**src/rtl/rca_config_sequencer_pkg.sv**
```systemverilog
// rca_config_sequencer_pkg: RCA opcode and configuration-entry types shared by issue, sequencer and grid
package rca_config_sequencer_pkg;

    typedef enum logic [6:0] {
        USE_FB            = 7'd0,
        USE_NFB           = 7'd1,
        CPU_REG_CONFIG    = 7'd2,
        GRID_MUX_CONFIG   = 7'd3,
        IO_MUX_CONFIG     = 7'd4,
        RESULT_MUX_CONFIG = 7'd5,
        IO_INP_MAP_CONFIG = 7'd6
    } rca_fn7_t;

    typedef enum logic [2:0] {
        CFG_CPU_REG    = 3'd0,
        CFG_GRID_MUX   = 3'd1,
        CFG_IO_MUX     = 3'd2,
        CFG_RESULT_MUX = 3'd3,
        CFG_IO_INP_MAP = 3'd4
    } rca_cfg_type_t;

    typedef struct packed {
        logic [2:0]    sel;
        rca_cfg_type_t cfg_type;
        logic [31:0]   addr;
        logic [31:0]   data;
    } rca_cfg_entry_t;

    localparam logic [6:0] RCA_CFG_FN7_MIN = 7'd2;
    localparam logic [6:0] RCA_CFG_FN7_MAX = 7'd6;

    function automatic logic is_cfg_fn7(input logic [6:0] fn7);
        return (fn7 >= RCA_CFG_FN7_MIN) && (fn7 <= RCA_CFG_FN7_MAX);
    endfunction

    function automatic rca_cfg_type_t fn7_to_cfg_type(input logic [6:0] fn7);
        return rca_cfg_type_t'(3'(fn7 - RCA_CFG_FN7_MIN));
    endfunction

endpackage

```
**src/rtl/rca_config_sequencer_if.sv**
```systemverilog
// rca_config_sequencer_if: issue-side config requests, grid config bus and per-RCA busy/issue status
interface rca_config_sequencer_if #(
    parameter int NUM_RCAS = 4
);
    logic                req_valid;
    logic                req_ready;
    logic [6:0]          req_fn7;
    logic [2:0]          req_rca_sel;
    logic [31:0]         req_rs1;
    logic [31:0]         req_rs2;
    logic                req_done;
    logic                illegal;
    logic                cfg_valid;
    logic                cfg_ready;
    logic [2:0]          cfg_rca_sel;
    logic [2:0]          cfg_type;
    logic [31:0]         cfg_addr;
    logic [31:0]         cfg_data;
    logic [NUM_RCAS-1:0] rca_busy;
    logic [NUM_RCAS-1:0] use_allowed;

    modport slave (
        input  req_valid, req_fn7, req_rca_sel, req_rs1, req_rs2, cfg_ready, rca_busy,
        output req_ready, req_done, illegal, cfg_valid, cfg_rca_sel, cfg_type, cfg_addr, cfg_data,
               use_allowed
    );

    modport master (
        output req_valid, req_fn7, req_rca_sel, req_rs1, req_rs2, cfg_ready, rca_busy,
        input  req_ready, req_done, illegal, cfg_valid, cfg_rca_sel, cfg_type, cfg_addr, cfg_data,
               use_allowed
    );

endinterface

```
**src/rtl/rca_cfg_fifo.sv**
```systemverilog
// rca_cfg_fifo: first-word-fall-through in-order queue of RCA configuration entries
module rca_cfg_fifo
    import rca_config_sequencer_pkg::*;
#(
    parameter int DEPTH = 4
) (
    input  logic           clk,
    input  logic           rst,
    input  logic           push,
    input  logic           pop,
    input  rca_cfg_entry_t push_data,
    output rca_cfg_entry_t head,
    output logic           full,
    output logic           empty
);
    localparam int PW = $clog2(DEPTH);
    localparam int CW = $clog2(DEPTH + 1);

    rca_cfg_entry_t mem_q [DEPTH];
    rca_cfg_entry_t mem_d [DEPTH];
    logic [PW-1:0]  wr_ptr_q, wr_ptr_d;
    logic [PW-1:0]  rd_ptr_q, rd_ptr_d;
    logic [CW-1:0]  count_q, count_d;

    assign full  = count_q == CW'(DEPTH);
    assign empty = count_q == '0;
    assign head  = mem_q[rd_ptr_q];

    // Write at the tail, advance wrapping pointers, track occupancy for full/empty
    always_comb begin
        mem_d = mem_q;
        if (push) mem_d[wr_ptr_q] = push_data;
        wr_ptr_d = wr_ptr_q + PW'(push);
        rd_ptr_d = rd_ptr_q + PW'(pop);
        count_d  = count_q + CW'(push) - CW'(pop);
    end

    // Storage is cleared on reset so the head reads as zero while empty after reset
    always_ff @(posedge clk) begin
        if (rst) begin
            for (int i = 0; i < DEPTH; i++) mem_q[i] <= '0;
            wr_ptr_q <= '0;
            rd_ptr_q <= '0;
            count_q  <= '0;
        end else begin
            mem_q    <= mem_d;
            wr_ptr_q <= wr_ptr_d;
            rd_ptr_q <= rd_ptr_d;
            count_q  <= count_d;
        end
    end

    // The sequencer never pushes into a full queue nor pops an empty one
    always_ff @(posedge clk) begin
        if (!rst) begin
            assert (!(push && full));
            assert (!(pop && empty));
        end
    end

endmodule

```
**src/rtl/rca_config_sequencer.sv**
```systemverilog
// rca_config_sequencer: queues RCA config writes, drains them in order onto the grid config bus, gates USE issue
module rca_config_sequencer
    import rca_config_sequencer_pkg::*;
#(
    parameter int NUM_RCAS   = 4,
    parameter int FIFO_DEPTH = 4
) (
    input logic                   clk,
    input logic                   rst,
    rca_config_sequencer_if.slave bus
);
    localparam int CW = $clog2(FIFO_DEPTH + 1);

    rca_cfg_entry_t      push_entry;
    rca_cfg_entry_t      head;
    logic                full, empty;
    logic                legal, accept, push, pop;
    logic                head_busy;
    logic [NUM_RCAS-1:0] head_onehot;
    logic                req_done_q, req_done_d;
    logic                illegal_q, illegal_d;
    logic [CW-1:0]       pending_q [NUM_RCAS];
    logic [CW-1:0]       pending_d [NUM_RCAS];

    rca_cfg_fifo #(
        .DEPTH(FIFO_DEPTH)
    ) u_fifo (
        .clk      (clk),
        .rst      (rst),
        .push     (push),
        .pop      (pop),
        .push_data(push_entry),
        .head     (head),
        .full     (full),
        .empty    (empty)
    );

    // Legality decode, enqueue and drain handshakes; a busy head RCA stalls the whole queue
    always_comb begin
        legal               = is_cfg_fn7(bus.req_fn7) && ({29'd0, bus.req_rca_sel} < 32'(NUM_RCAS));
        accept              = bus.req_valid && !full;
        push                = accept && legal;
        push_entry.sel      = bus.req_rca_sel;
        push_entry.cfg_type = fn7_to_cfg_type(bus.req_fn7);
        push_entry.addr     = bus.req_rs1;
        push_entry.data     = bus.req_rs2;
        for (int k = 0; k < NUM_RCAS; k++) head_onehot[k] = head.sel == 3'(k);
        head_busy           = |(bus.rca_busy & head_onehot);
        pop                 = !empty && !head_busy && bus.cfg_ready;
        req_done_d          = push;
        illegal_d           = accept && !legal;
    end

    // Per-RCA pending counts: enqueue and drain to the same RCA in one cycle cancel out
    always_comb begin
        for (int k = 0; k < NUM_RCAS; k++)
            pending_d[k] = pending_q[k] + CW'(push && bus.req_rca_sel == 3'(k))
                                        - CW'(pop && head.sel == 3'(k));
    end

    // Issue may send USE to an RCA only once none of its config writes are outstanding
    always_comb begin
        for (int k = 0; k < NUM_RCAS; k++) bus.use_allowed[k] = pending_q[k] == '0;
    end

    assign bus.req_ready   = !full;
    assign bus.req_done    = req_done_q;
    assign bus.illegal     = illegal_q;
    assign bus.cfg_valid   = !empty && !head_busy;
    assign bus.cfg_rca_sel = head.sel;
    assign bus.cfg_type    = head.cfg_type;
    assign bus.cfg_addr    = head.addr;
    assign bus.cfg_data    = head.data;

    // Registered retire/reject pulses and pending counters
    always_ff @(posedge clk) begin
        if (rst) begin
            req_done_q <= 1'b0;
            illegal_q  <= 1'b0;
            for (int k = 0; k < NUM_RCAS; k++) pending_q[k] <= '0;
        end else begin
            req_done_q <= req_done_d;
            illegal_q  <= illegal_d;
            pending_q  <= pending_d;
        end
    end

    // A pending count can never exceed the queue depth, so it cannot wrap either way
    always_ff @(posedge clk) begin
        if (!rst)
            for (int k = 0; k < NUM_RCAS; k++) assert (pending_d[k] <= CW'(FIFO_DEPTH));
    end

endmodule

```
**src/flat_wrapper.sv**
```systemverilog
// flat-port wrapper written by rule: the top's interface ports become plain ports
module rca_config_sequencer_flat import rca_config_sequencer_pkg::*;
#(
    parameter int NUM_RCAS   = 4,
    parameter int FIFO_DEPTH = 4
)
  (clk, rst, bus_req_valid, bus_req_fn7, bus_req_rca_sel, bus_req_rs1, bus_req_rs2, bus_cfg_ready, bus_rca_busy, bus_req_ready, bus_req_done, bus_illegal, bus_cfg_valid, bus_cfg_rca_sel, bus_cfg_type, bus_cfg_addr, bus_cfg_data, bus_use_allowed);
  rca_config_sequencer_if #(.NUM_RCAS(NUM_RCAS)) bus_i ();
  input logic clk;
  input logic rst;
  input wire logic [$bits(bus_i.req_valid)-1:0] bus_req_valid;
  input wire logic [$bits(bus_i.req_fn7)-1:0] bus_req_fn7;
  input wire logic [$bits(bus_i.req_rca_sel)-1:0] bus_req_rca_sel;
  input wire logic [$bits(bus_i.req_rs1)-1:0] bus_req_rs1;
  input wire logic [$bits(bus_i.req_rs2)-1:0] bus_req_rs2;
  input wire logic [$bits(bus_i.cfg_ready)-1:0] bus_cfg_ready;
  input wire logic [$bits(bus_i.rca_busy)-1:0] bus_rca_busy;
  output wire logic [$bits(bus_i.req_ready)-1:0] bus_req_ready;
  output wire logic [$bits(bus_i.req_done)-1:0] bus_req_done;
  output wire logic [$bits(bus_i.illegal)-1:0] bus_illegal;
  output wire logic [$bits(bus_i.cfg_valid)-1:0] bus_cfg_valid;
  output wire logic [$bits(bus_i.cfg_rca_sel)-1:0] bus_cfg_rca_sel;
  output wire logic [$bits(bus_i.cfg_type)-1:0] bus_cfg_type;
  output wire logic [$bits(bus_i.cfg_addr)-1:0] bus_cfg_addr;
  output wire logic [$bits(bus_i.cfg_data)-1:0] bus_cfg_data;
  output wire logic [$bits(bus_i.use_allowed)-1:0] bus_use_allowed;
  assign bus_i.req_valid = bus_req_valid;
  assign bus_i.req_fn7 = bus_req_fn7;
  assign bus_i.req_rca_sel = bus_req_rca_sel;
  assign bus_i.req_rs1 = bus_req_rs1;
  assign bus_i.req_rs2 = bus_req_rs2;
  assign bus_i.cfg_ready = bus_cfg_ready;
  assign bus_i.rca_busy = bus_rca_busy;
  assign bus_req_ready = bus_i.req_ready;
  assign bus_req_done = bus_i.req_done;
  assign bus_illegal = bus_i.illegal;
  assign bus_cfg_valid = bus_i.cfg_valid;
  assign bus_cfg_rca_sel = bus_i.cfg_rca_sel;
  assign bus_cfg_type = bus_i.cfg_type;
  assign bus_cfg_addr = bus_i.cfg_addr;
  assign bus_cfg_data = bus_i.cfg_data;
  assign bus_use_allowed = bus_i.use_allowed;
  rca_config_sequencer #(.NUM_RCAS(NUM_RCAS), .FIFO_DEPTH(FIFO_DEPTH)) u_core (.clk(clk), .rst(rst), .bus(bus_i));
endmodule
```
**config.mk**
```make
export PLATFORM = sky130hd
export DESIGN_NAME = rca_config_sequencer_flat
export DESIGN_NICKNAME = d
export VERILOG_FILES = /design/src/rtl/rca_config_sequencer_pkg.sv /design/src/rtl/rca_config_sequencer_if.sv /design/src/rtl/rca_cfg_fifo.sv /design/src/rtl/rca_config_sequencer.sv /design/src/flat_wrapper.sv
export SDC_FILE = /design/constraint.sdc
export NUM_CORES = 1
export LEC_CHECK = 0
export ABC_AREA = 1
export BUFFER_PORTS_ARGS = -buffer_cell sky130_fd_sc_hd__buf_2
export CORE_MARGIN = 2
export CORE_UTILIZATION = 40
export CTS_CLUSTER_SIZE = 28
export DETAILED_ROUTE_END_ITERATION = 8
export GPL_ROUTABILITY_DRIVEN = 0
export PLACE_DENSITY = 0.64
export SYNTH_ARGS = -nofsm -noshare
export SYNTH_HDL_FRONTEND = slang
export SYNTH_SLANG_ARGS = --single-unit
```
**constraint.sdc**
```tcl
create_clock -name clk -period 3.3 [get_ports clk]
set_clock_uncertainty 0.2 [all_clocks]
set_input_delay 0.33 -clock clk [delete_from_list [all_inputs] [get_ports clk]]
set_output_delay 0.33 -clock clk [all_outputs]
set_load 0.005 [all_outputs]
```
==> results.py, run 1 <==
metrics = {
    "run_status": {
        "outcome": "finished, final reports clean",
    },
    "setup_path": {
        "worst_r2r_path_depth": 14,
        "end_kind": "primary output",
        "cpMaxStageDelayCell": "buf_4",
        "critPathMaxFanout": 70,
        "r2r_end": "u_core.pending_q[5]$_SDFF_PP0_",
        "startpoint_type": "flop",
        "critPathBufInv": 3,
        "r2r-start": "u_core.u_fifo.rd_ptr_q[0]$_SDFF_PP0_",
        "reg2reg_setup_slack_ns": 0.28,
        "crit_type": "flop to primary output",
        "crit_family": "buffers and inverters",
        "cp_data_arrival_time_ns": 2.60,
        "critPathMaxStageDelay_ns": 0.51,
        "cp.depth": 5,
        "crit_required_ns": 2.77,
        "path_cells": "buf_4, buf_8, o21ai_0, o22ai_1, buf_2",
    },
    "timing": {
        "whs_ns": 0.0358,
        "slew_headroom_pct": 31.8,
        "period_share_pct": 94.8,
        "setup_violations": 0,
        "min_period_ns": 3.13,
        "tightest_slew_ns": 1.02,
        "rsz0062_at_grt": "no",
        "setup-tns-final_ns": 0,
        "setup_slack_ns": 0.172,
        "final_hold_viol_count": 0,
        "slew_viol_final": 0,
        "max_freq_mhz": 320,
    },
    "yosys": {
        "synth_cells": 1932,
        "synth_nets": 2034,
        "synth_top_cell_area_share_pct": 44.8,
        "netlist_area_um2": 13500,
        "ys_seq_elements": 301,
        "synth-seq-area-share_pct": 44.8,
        "synth_area_per_cell_um2": 6.97,
        "netlist_top_cells_area": "dfxtp_1 45%, nand2_1 12%, nor2_1 8.4%, a21oi_1 7.9%, nand3_1 5.7%",
        "synth_top_area_cell": "dfxtp_1",
        "synth_edf_count": 0,
        "yosys_most_used_dff": "dfxtp_1",
        "synth_common_cells": "439 x nand2_1, 301 x dfxtp_1, 300 x nor2_1",
        "synth.most_common_cell": "nand2_1",
        "ys_types": 30,
        "async_reset_ff_share_pct": 0,
        "ys_warn_count": 0,
    },
    "global_route": {
        "grt_use_met3_pct": 2.87,
        "grt_use_met2_pct": 39.3,
        "grt_pass1_wl_um": 65100,
        "grt_use_total_pct": 22.6,
        "grtUsageMet1_pct": 29.1,
        "grt_max_degree": 71,
        "busiest_layer": "met2",
        "grt_pass1_vias": 12400,
        "grt_overflow": 0,
        "antenna_found_initial": 0,
    },
    "finish": {
        "drive_above_1_share_pct": 12.2,
        "antenna_cells": 0,
        "instances_no_fill": 2546,
        "area_delta_synth_final_pct": 20.9,
        "layout.nets": 2176,
    },
    "route": {
        "drc_errors": 0,
        "viasPerCell": 5.18,
        "wl_per_cell_um": 16.0,
        "wirelength_um": 40900,
        "vias": 13200,
        "dr.pass1.iters": 5,
        "drt.antenna.violating_nets": 0,
        "drt-initial-drc-count": 1071,
    },
    "floorplanning": {
        "start_util_pct": 40.3,
        "die-height_um": 187,
        "die_w_um": 187,
        "rows": 67,
        "core_um2": 33400,
        "num_io_pins": 160,
        "design.die.area_um2": 35100,
    },
    "power_and_ir_drop": {
        "pwr-share-comb_pct": 14.7,
        "leakage_uw": 0.00683,
        "report.power.total_uw": 8760,
        "p_per_area_nw_per_um2": 538,
        "power.switching_uw": 2350,
        "p_seq_share_pct": 42.2,
        "switching_share_pct": 26.8,
        "power.share.clock_pct": 43.0,
        "intPower_uw": 6410,
        "ir_worst_vdd_uv": 339,
    },
    "clock_tree": {
        "clock_latency_ns": 0.51,
        "cts.htree.levels": 2,
        "cts_root_buf": "clkbuf_16",
        "cts_tree": "done",
        "clock_path_buffers": 3,
        "cts_sinks": 301,
        "cts_made_buffers": 36,
        "cts.clk_slew.worst_paths_ns": 0.06,
    },
    "min_path": {
        "whs_endpoint": "u_core.u_fifo.mem_q[21]$_SDFFE_PP0P_",
        "hold_start": "rst",
        "whs_path_depth": 2,
        "min_path_type": "input pin to flop",
    },
    "placed_design": {
        "dp_hpwl_um": 22200,
        "io_buffers": 159,
        "post-place-ws_ns": 0.353,
        "dp.cells": 2416,
    },
    "flow_run": {
        "maxCapViolCount": 0,
    },
}
-- cell usage in the layout (no fill, tap or decap), drive strengths merged, types with 8 or more instances in the layout --
| cell type | synthesis | routed |
|---|---|---|
| a21oi | 212 | 212 |
| buf | 53 | 189 |
| clkbuf | 100 | 57 |
| dfxtp | 301 | 301 |
| dlygate4sd3 | 0 | 68 |
| ha | 15 | 15 |
| inv | 115 | 118 |
| nand2 | 440 | 440 |
| nand3 | 156 | 156 |
| nor2 | 301 | 301 |
| nor3 | 8 | 8 |
| o21ai | 139 | 139 |
| o22ai | 67 | 67 |
-- per-layer routing --
layer  up-vias  routed length, um
li1       6538                  -
met1      6153              18000
met3        61               2350
met5         -                  0
met2       430              19500
met4         0                972
-- through the flow --
step                util (%)  instance area (um2)
finish                  48.8                16300
global route            48.8                16300
CTS                     48.7                16300
detailed placement      43.3                14400
global placement        43.3                14400
floorplan                  -                13500
-- power groups by stage --
| stage | sequential [uW] | combinational, uW | clock, uW |
|---|---|---|---|
| 2_1_floorplan | 3770 | 700 | 0 |
| 3_3_place_gp | 3780 | 1210 | 0 |
| 3_5_place_dp | 3780 | 1210 | 0 |
| 4_1_cts | 3700 | 1280 | 3850 |
| 5_1_grt | 3700 | 1420 | 4000 |
| 6_report | 3700 | 1290 | 3770 |
-- flip-flops by register name, summed over array words and instances (netlist names) --
signal                  flops
u_core.pending_q           12
u_core.bus.illegal          1
u_core.u_fifo.mem_q       280
u_core.u_fifo.rd_ptr_q      2
u_core.u_fifo.wr_ptr_q      2
u_core.u_fifo.count_q       3
u_core.bus.req_done         1
-- worst max-delay path by stage --
stage | startpoint | to
floorplan | u_core.u_fifo.rd_ptr_q[0]$_SDFF_PP0_ | u_core.pending_q[5]$_SDFF_PP0_
global placement | u_core.u_fifo.rd_ptr_q[0]$_SDFF_PP0_ | u_core.pending_q[8]$_SDFF_PP0_
detailed placement | u_core.u_fifo.rd_ptr_q[0]$_SDFF_PP0_ | u_core.pending_q[5]$_SDFF_PP0_
CTS | u_core.u_fifo.rd_ptr_q[0]$_SDFF_PP0_ | bus_cfg_data[4]
global route | u_core.u_fifo.rd_ptr_q[0]$_SDFF_PP0_ | u_core.pending_q[2]$_SDFF_PP0_
finish | u_core.u_fifo.rd_ptr_q[0]$_SDFF_PP0_ | bus_cfg_addr[31]
-- logic make-up after synthesis --
group / synth area share (%)
AND/OR/NAND/NOR: 27.6
AO/OA/AOI/OAI: 16.2
flip-flops: 44.8
buffers and inverters: 8.87
adder cells (fa/ha/maj): 2.14
XOR/XNOR: 0.455
-- cell type report --
class	count	area (um2)
Fill cell	3368	17100
Multi-Input combinational cell	1362	6260
Sequential cell	301	6030
Timing Repair Buffer	257	1850
Clock buffer	57	1090
Tap cell	448	561
Inverter	116	440
Clock inverter	5	35.0
-- repair_timing --
action	in CTS	in global routing
buffers inserted	0	0
gates resized for setup	2	3
endpoints found under the hold margin	269	0
hold buffers	68	0
setup endpoints to repair	16	2
Note: power is estimated with default switching activity, not from simulation.
==> run 2, diff against run 1 <==
==> constraint.sdc (replaced) <==
create_clock -name clk -period 3.3 [get_ports clk]
set_clock_uncertainty 0.2 [all_clocks]
set_input_delay 0.66 -clock clk [delete_from_list [all_inputs] [get_ports clk]]
set_output_delay 0.66 -clock clk [all_outputs]
set_load 0.005 [all_outputs]
==> results.py, run 2 (synthesis results as in run 1) <==
metrics = {
    "run_status": {
        "outcome": "finished, final reports clean",
    },
    "placed_design": {
        "io_buffers": 159,
        "dp_hpwl_um": 21900,
    },
    "min_path": {
        "min_path_type": "input pin to flop",
        "whs_endpoint": "u_core.u_fifo.mem_q[102]$_SDFFE_PP0P_",
        "hold_start": "bus_req_rs1[0]",
        "whs_path_depth": 3,
    },
    "setup_path": {
        "critPathMaxStageDelay_ns": 0.60,
        "reg2reg_setup_slack_ns": 0.27,
        "crit_required_ns": 2.44,
        "crit_family": "buffers and inverters",
        "end_kind": "primary output",
        "r2r_end": "u_core.pending_q[2]$_SDFF_PP0_",
        "cpMaxStageDelayCell": "buf_6",
        "crit_type": "flop to primary output",
        "worst_r2r_path_depth": 18,
        "startpoint_type": "flop",
        "path_cells": "buf_6, o21ai_0, o22ai_1, buf_2",
        "r2r-start": "u_core.u_fifo.rd_ptr_q[0]$_SDFF_PP0_",
        "cp_data_arrival_time_ns": 2.36,
        "critPathBufInv": 2,
        "critPathMaxFanout": 103,
    },
    "global_route": {
        "grt_pass1_wl_um": 64600,
        "grt_pass1_vias": 12200,
        "antenna_found_initial": 3,
        "grt_max_degree": 171,
        "grt_overflow": 0,
        "grt_use_total_pct": 22.4,
    },
    "timing": {
        "slew_viol_final": 0,
        "final_hold_viol_count": 0,
        "period_share_pct": 97.6,
        "setup_violations": 0,
        "slew_headroom_pct": 35.5,
        "max_freq_mhz": 311,
        "rsz0062_at_grt": "no",
        "setup-tns-final_ns": 0,
        "tightest_slew_ns": 0.967,
        "min_period_ns": 3.22,
    },
    "power_and_ir_drop": {
        "ir_worst_vdd_uv": 357,
        "p_per_area_nw_per_um2": 563,
        "leakage_uw": 0.00659,
    },
    "route": {
        "wl_per_cell_um": 16.1,
        "drc_errors": 0,
        "drt.antenna.violating_nets": 0,
        "drt-initial-drc-count": 964,
        "vias": 12800,
        "dr.pass1.iters": 5,
        "viasPerCell": 5.18,
        "wirelength_um": 40000,
    },
    "clock_tree": {
        "cts.clk_slew.worst_paths_ns": 0.06,
        "hold_buffers": 0,
        "cts_sinks": 301,
        "post_cts_resized": 1,
        "cts_tree": "done",
        "cts_root_buf": "clkbuf_16",
        "clock_path_buffers": 3,
        "clock_latency_ns": 0.51,
        "cts.htree.levels": 2,
        "cts_made_buffers": 35,
        "post-cts-setup-buffers": 0,
    },
    "floorplanning": {
        "num_io_pins": 160,
        "start_util_pct": 40.3,
        "design.die.area_um2": 35100,
        "die_w_um": 187,
        "die-height_um": 187,
        "rows": 67,
        "core_um2": 33400,
    },
    "finish": {
        "fill_cells": 3398,
        "layout_common_cells": "439 x nand2_1, 299 x dfxtp_1, 298 x nor2_1",
        "final_common_cell": "nand2_1",
        "area_delta_synth_final_pct": 16.6,
        "layout.nets": 2106,
        "drive_above_1_share_pct": 12.7,
        "reg.largest.list": "u_core.u_fifo.mem_q (280), u_core.pending_q (12), u_core.u_fifo.count_q (3)",
        "largest_reg_flops": 280,
        "regMostFlops": "u_core.u_fifo.mem_q",
        "final_util_pct": 47.0,
    },
    "flow_run": {
        "maxCapViolCount": 0,
    },
}
==> run 2: cell count changes in the layout (fill, tap and decap cells not counted), sizes merged <==
cell | before | now
bufinv | 0 | 2
buf | 189 | 188
clkbuf | 57 | 54
inv | 118 | 116
clkinv | 2 | 4
diode | 0 | 2
dlygate4sd3 | 68 | 0
==> run 2: worst max path at each step <==
stage                                          from                        endpoint  slack (ns)  depth (start not counted)
2_1_floorplan  u_core.u_fifo.rd_ptr_q[0]$_SDFF_PP0_  u_core.pending_q[5]$_SDFF_PP0_        0.39                         15
3_3_place_gp                         bus_req_fn7[1]  u_core.pending_q[8]$_SDFF_PP0_        0.41                         13
3_5_place_dp   u_core.u_fifo.rd_ptr_q[0]$_SDFF_PP0_  u_core.pending_q[2]$_SDFF_PP0_        0.29                         18
4_1_cts        u_core.u_fifo.rd_ptr_q[0]$_SDFF_PP0_                 bus_cfg_data[4]        0.14                          4
5_1_grt        u_core.u_fifo.rd_ptr_q[0]$_SDFF_PP0_  u_core.pending_q[2]$_SDFF_PP0_       0.005                         17
6_report       u_core.u_fifo.rd_ptr_q[0]$_SDFF_PP0_                bus_cfg_addr[16]        0.08                          4
==> run 2: area by class of cell <==
| cell class | count | area, um2 | share of cell area [%] |
|---|---|---|---|
| tap | 448 | 561 | 3.57 |
| inverter | 116 | 440 | 2.81 |
| sequential | 301 | 6030 | 38.4 |
| timing repair buffer | 188 | 1210 | 7.72 |
| multi-input combinational | 1362 | 6260 | 39.9 |
| clock inverter | 7 | 87.6 | 0.558 |
| clock buffer | 54 | 1090 | 6.95 |
| antenna | 2 | 5.00 | 0.0319 |
==> run 2: worst register-to-register path: stages (launching register included) <==
cell and delay (ns):
dfxtp_4 0.41, inv_4 0.07, nand2_1 0.06, nand3_1 0.06, nand2_1 0.18, inv_1 0.10
nand4_1 0.11, inv_1 0.06, nor2_1 0.10, nand3_1 0.16, nor2_1 0.16, ha_1 0.24
inv_1 0.06, ha_1 0.13, inv_1 0.05, fa_1 0.37, xor2_1 0.17, o21ai_0 0.18
a21oi_1 0.06
==> run 2: report_power, final <==
group          internal [uW]  total (uW)  switching [uW]
Clock                   2420        3920            1500
Sequential              3670        3700            29.7
Combinational            430        1220             785
==> run 2: through the flow <==
| step | area [um2] | worst slack (ns) | power [uW] | instances | hold WS, ns |
|---|---|---|---|---|---|
| 6_report | 15700 | 0.0799 | 8840 | 2478 | 0.226 |
| 5_1_grt | 15700 | 0.00494 | 9210 | 2478 | 0.233 |
| 4_1_cts | 15700 | 0.140 | 8930 | 2476 | 0.208 |
| 3_5_place_dp | 14500 | 0.290 | 4990 | 2415 | 0.229 |
| 3_3_place_gp | 14500 | 0.408 | 4990 | 2415 | 0.232 |
| 2_1_floorplan | 13500 | 0.391 | 4470 | 1932 | 0.219 |
==> run 2: routing by layer <==
layer | wire [um] | GRT usage (%)
met3 | 2460 | 3.21
met4 | 740 | 6.30
met1 | 17600 | 29.0
met5 | 0 | 0
met2 | 19200 | 38.8
==> run 3, diff against run 2 <==
--- a/config.mk
+++ b/config.mk
@@ -13,6 +13,8 @@
 export DETAILED_ROUTE_END_ITERATION = 8
 export GPL_ROUTABILITY_DRIVEN = 0
 export PLACE_DENSITY = 0.64
+export REMOVE_ABC_BUFFERS = 1
 export SYNTH_ARGS = -nofsm -noshare
 export SYNTH_HDL_FRONTEND = slang
+export SYNTH_HIERARCHICAL = 1
 export SYNTH_SLANG_ARGS = --single-unit
==> results.py, run 3 <==
metrics = {
    "floorplanning": {
        "die-height_um": 196,
        "die_w_um": 196,
        "num_io_pins": 160,
        "rows": 70,
        "design.die.area_um2": 38300,
        "start_util_pct": 40.4,
        "core_um2": 36300,
    },
    "global_route": {
        "grt_overflow": 0,
        "grt_max_degree": 154,
        "grt_pass1_wl_um": 60600,
        "grt_pass1_vias": 12400,
        "antenna_found_initial": 4,
        "grt_use_total_pct": 18.9,
    },
    "finish": {
        "layout.nets": 2443,
        "largest_reg_flops": 280,
        "reg.largest.list": "u_core/u_fifo/mem_q (280), u_core/pending_q (12), u_core/u_fifo/count_q (3)",
        "fill_cells": 3718,
        "drive_above_1_share_pct": 10.5,
        "regMostFlops": "u_core/u_fifo/mem_q",
        "area_delta_synth_final_pct": 14.9,
        "stdcell_area_um2": 16900,
        "final_common_cell": "nand2_1",
        "layout_common_cells": "643 x nand2_1, 513 x nor2_1, 299 x dfxtp_1",
        "final_util_pct": 46.4,
        "instances_no_fill": 2837,
    },
    "timing": {
        "tightest_slew_ns": 1.06,
        "min_period_ns": 3.12,
        "max_freq_mhz": 320,
        "slew_viol_final": 0,
        "setup_violations": 0,
        "period_share_pct": 94.6,
        "whs_ns": 0.193,
        "final_hold_viol_count": 0,
        "setup_slack_ns": 0.179,
        "rsz0062_at_grt": "no",
        "slew_headroom_pct": 29.0,
    },
    "yosys": {
        "ys_seq_elements": 301,
        "ys_warn_count": 6,
        "synth-seq-area-share_pct": 41.0,
        "synth_top_area_cell": "dfxtp_1",
        "async_reset_ff_share_pct": 0,
        "yosys_most_used_dff": "dfxtp_1",
        "netlist_area_um2": 14700,
        "synth.most_common_cell": "nand2_1",
        "synth_area_per_cell_um2": 6.44,
        "synth_top_cell_area_share_pct": 41.0,
        "ys_types": 25,
        "synth_edf_count": 0,
        "synth_common_cells": "644 x nand2_1, 513 x nor2_1, 301 x dfxtp_1",
        "netlist_top_cells_area": "dfxtp_1 41%, nand2_1 16%, nor2_1 13%, inv_1 6.4%, a21oi_1 4.9%",
        "synth_cells": 2280,
    },
    "setup_path": {
        "crit_family": "buffers and inverters",
        "cp.depth": 4,
        "cp_data_arrival_time_ns": 2.26,
        "critPathMaxFanout": 82,
        "reg2reg_setup_slack_ns": 0.32,
        "crit_required_ns": 2.44,
        "end_kind": "primary output",
        "path_cells": "buf_4, o211ai_1, nand2_1, buf_2",
        "cpMaxStageDelayCell": "buf_4",
        "crit_type": "flop to primary output",
        "critPathBufInv": 2,
        "startpoint_type": "flop",
        "critPathMaxStageDelay_ns": 0.78,
        "worst_r2r_path_depth": 17,
    },
    "placed_design": {
        "post-place-ws_ns": 0.114,
        "dp_hpwl_um": 20100,
        "io_buffers": 159,
        "placed_area_um2": 15700,
        "dp.cells": 2772,
    },
    "route": {
        "vias": 13600,
        "drt-initial-drc-count": 730,
        "drt.antenna.violating_nets": 0,
        "met3_length_um": 1890,
        "dr.pass1.iters": 7,
        "met2_length_um": 16000,
        "wirelength_um": 35700,
        "wl_per_cell_um": 12.6,
        "drc_errors": 0,
        "m1WireLength_um": 17000,
        "viasPerCell": 4.78,
        "dr.max_layer_used": "met5",
    },
    "clock_tree": {
        "post-cts-setup-buffers": 0,
        "cts.htree.levels": 2,
        "cts_root_buf": "clkbuf_16",
        "clock_path_buffers": 3,
        "cts.clk_slew.worst_paths_ns": 0.06,
        "cts_sinks": 301,
        "clock_latency_ns": 0.52,
        "cts_made_buffers": 36,
        "cts_tree": "done",
    },
    "power_and_ir_drop": {
        "leakage_uw": 0.00863,
        "ir_worst_vdd_uv": 415,
        "p_per_area_nw_per_um2": 562,
    },
    "run_status": {
        "outcome": "finished, final reports clean",
    },
    "flow_run": {
        "maxCapViolCount": 0,
    },
    "min_path": {
        "whs_path_depth": 3,
        "min_path_type": "input pin to flop",
    },
}
-- run 3: routing by layer --
layer / GRT usage (%) / vias up
met5: 0 / -
met4: 5.12 / 6
met3: 4.15 / 57
met2: 31.5 / 262
met1: 24.8 / 6151
li1: - / 7091
-- run 3: worst min-delay path: cells and delay by family --
kind | cells | cell delay [ns]
buffers and inverters | 1 | 0.11
and+or+nand+nor | 2 | 0.13
-- run 3: worst paths after layout --
check                                       start                              endpoint
min                                bus_req_rs1[7]  u_core/u_fifo/mem_q[39]$_SDFFE_PP0P_
max reg2reg  u_core/u_fifo/rd_ptr_q[0]$_SDFF_PP0_       u_core/pending_q[11]$_SDFF_PP0_
max          u_core/u_fifo/rd_ptr_q[1]$_SDFF_PP0_                      bus_cfg_addr[26]
min reg2reg        u_core/pending_q[8]$_SDFF_PP0_        u_core/pending_q[8]$_SDFF_PP0_
-- run 3: through the flow --
step	total power, uW	TNS [ns]
2_1_floorplan	5080	-998.52
3_3_place_gp	5650	0
3_5_place_dp	5670	0
4_1_cts	9660	0
5_1_grt	10100	0
6_report	9490	0
-- run 3: kinds of logic after synthesis --
group           synth area share [%]
simple gates                    34.5
flops                           41.0
fa+ha+maj                       1.87
xor+xnor                       0.358
buf+inv                         11.2
compound gates                  11.0
-- run 3: power by group --
part	internal [uW]	total [uW]	leakage (uW)	switching [uW]
logic	700	1840	0.00563	1140
registers	3690	3740	0.00243	53.5
clock network	2360	3910	0.000571	1540
-- run 3: repair_timing --
item | CTS | global route
setup endpoints to repair | 4 | 1
hold buffers | 0 | 0
hold endpoints to repair | 0 | 0
resized for setup | 1 | 2
pin swaps | 0 | 0
-- run 3: final cells by class --
cell class	count	area [um2]	area share, %
multi-input combinational	1569	7050	41.8
sequential	301	6030	35.8
clock inverter	9	106	0.630
tap	468	586	3.47
timing repair buffer	180	1080	6.41
antenna	1	2.50	0.0148
clock buffer	55	1050	6.24
inverter	254	963	5.71
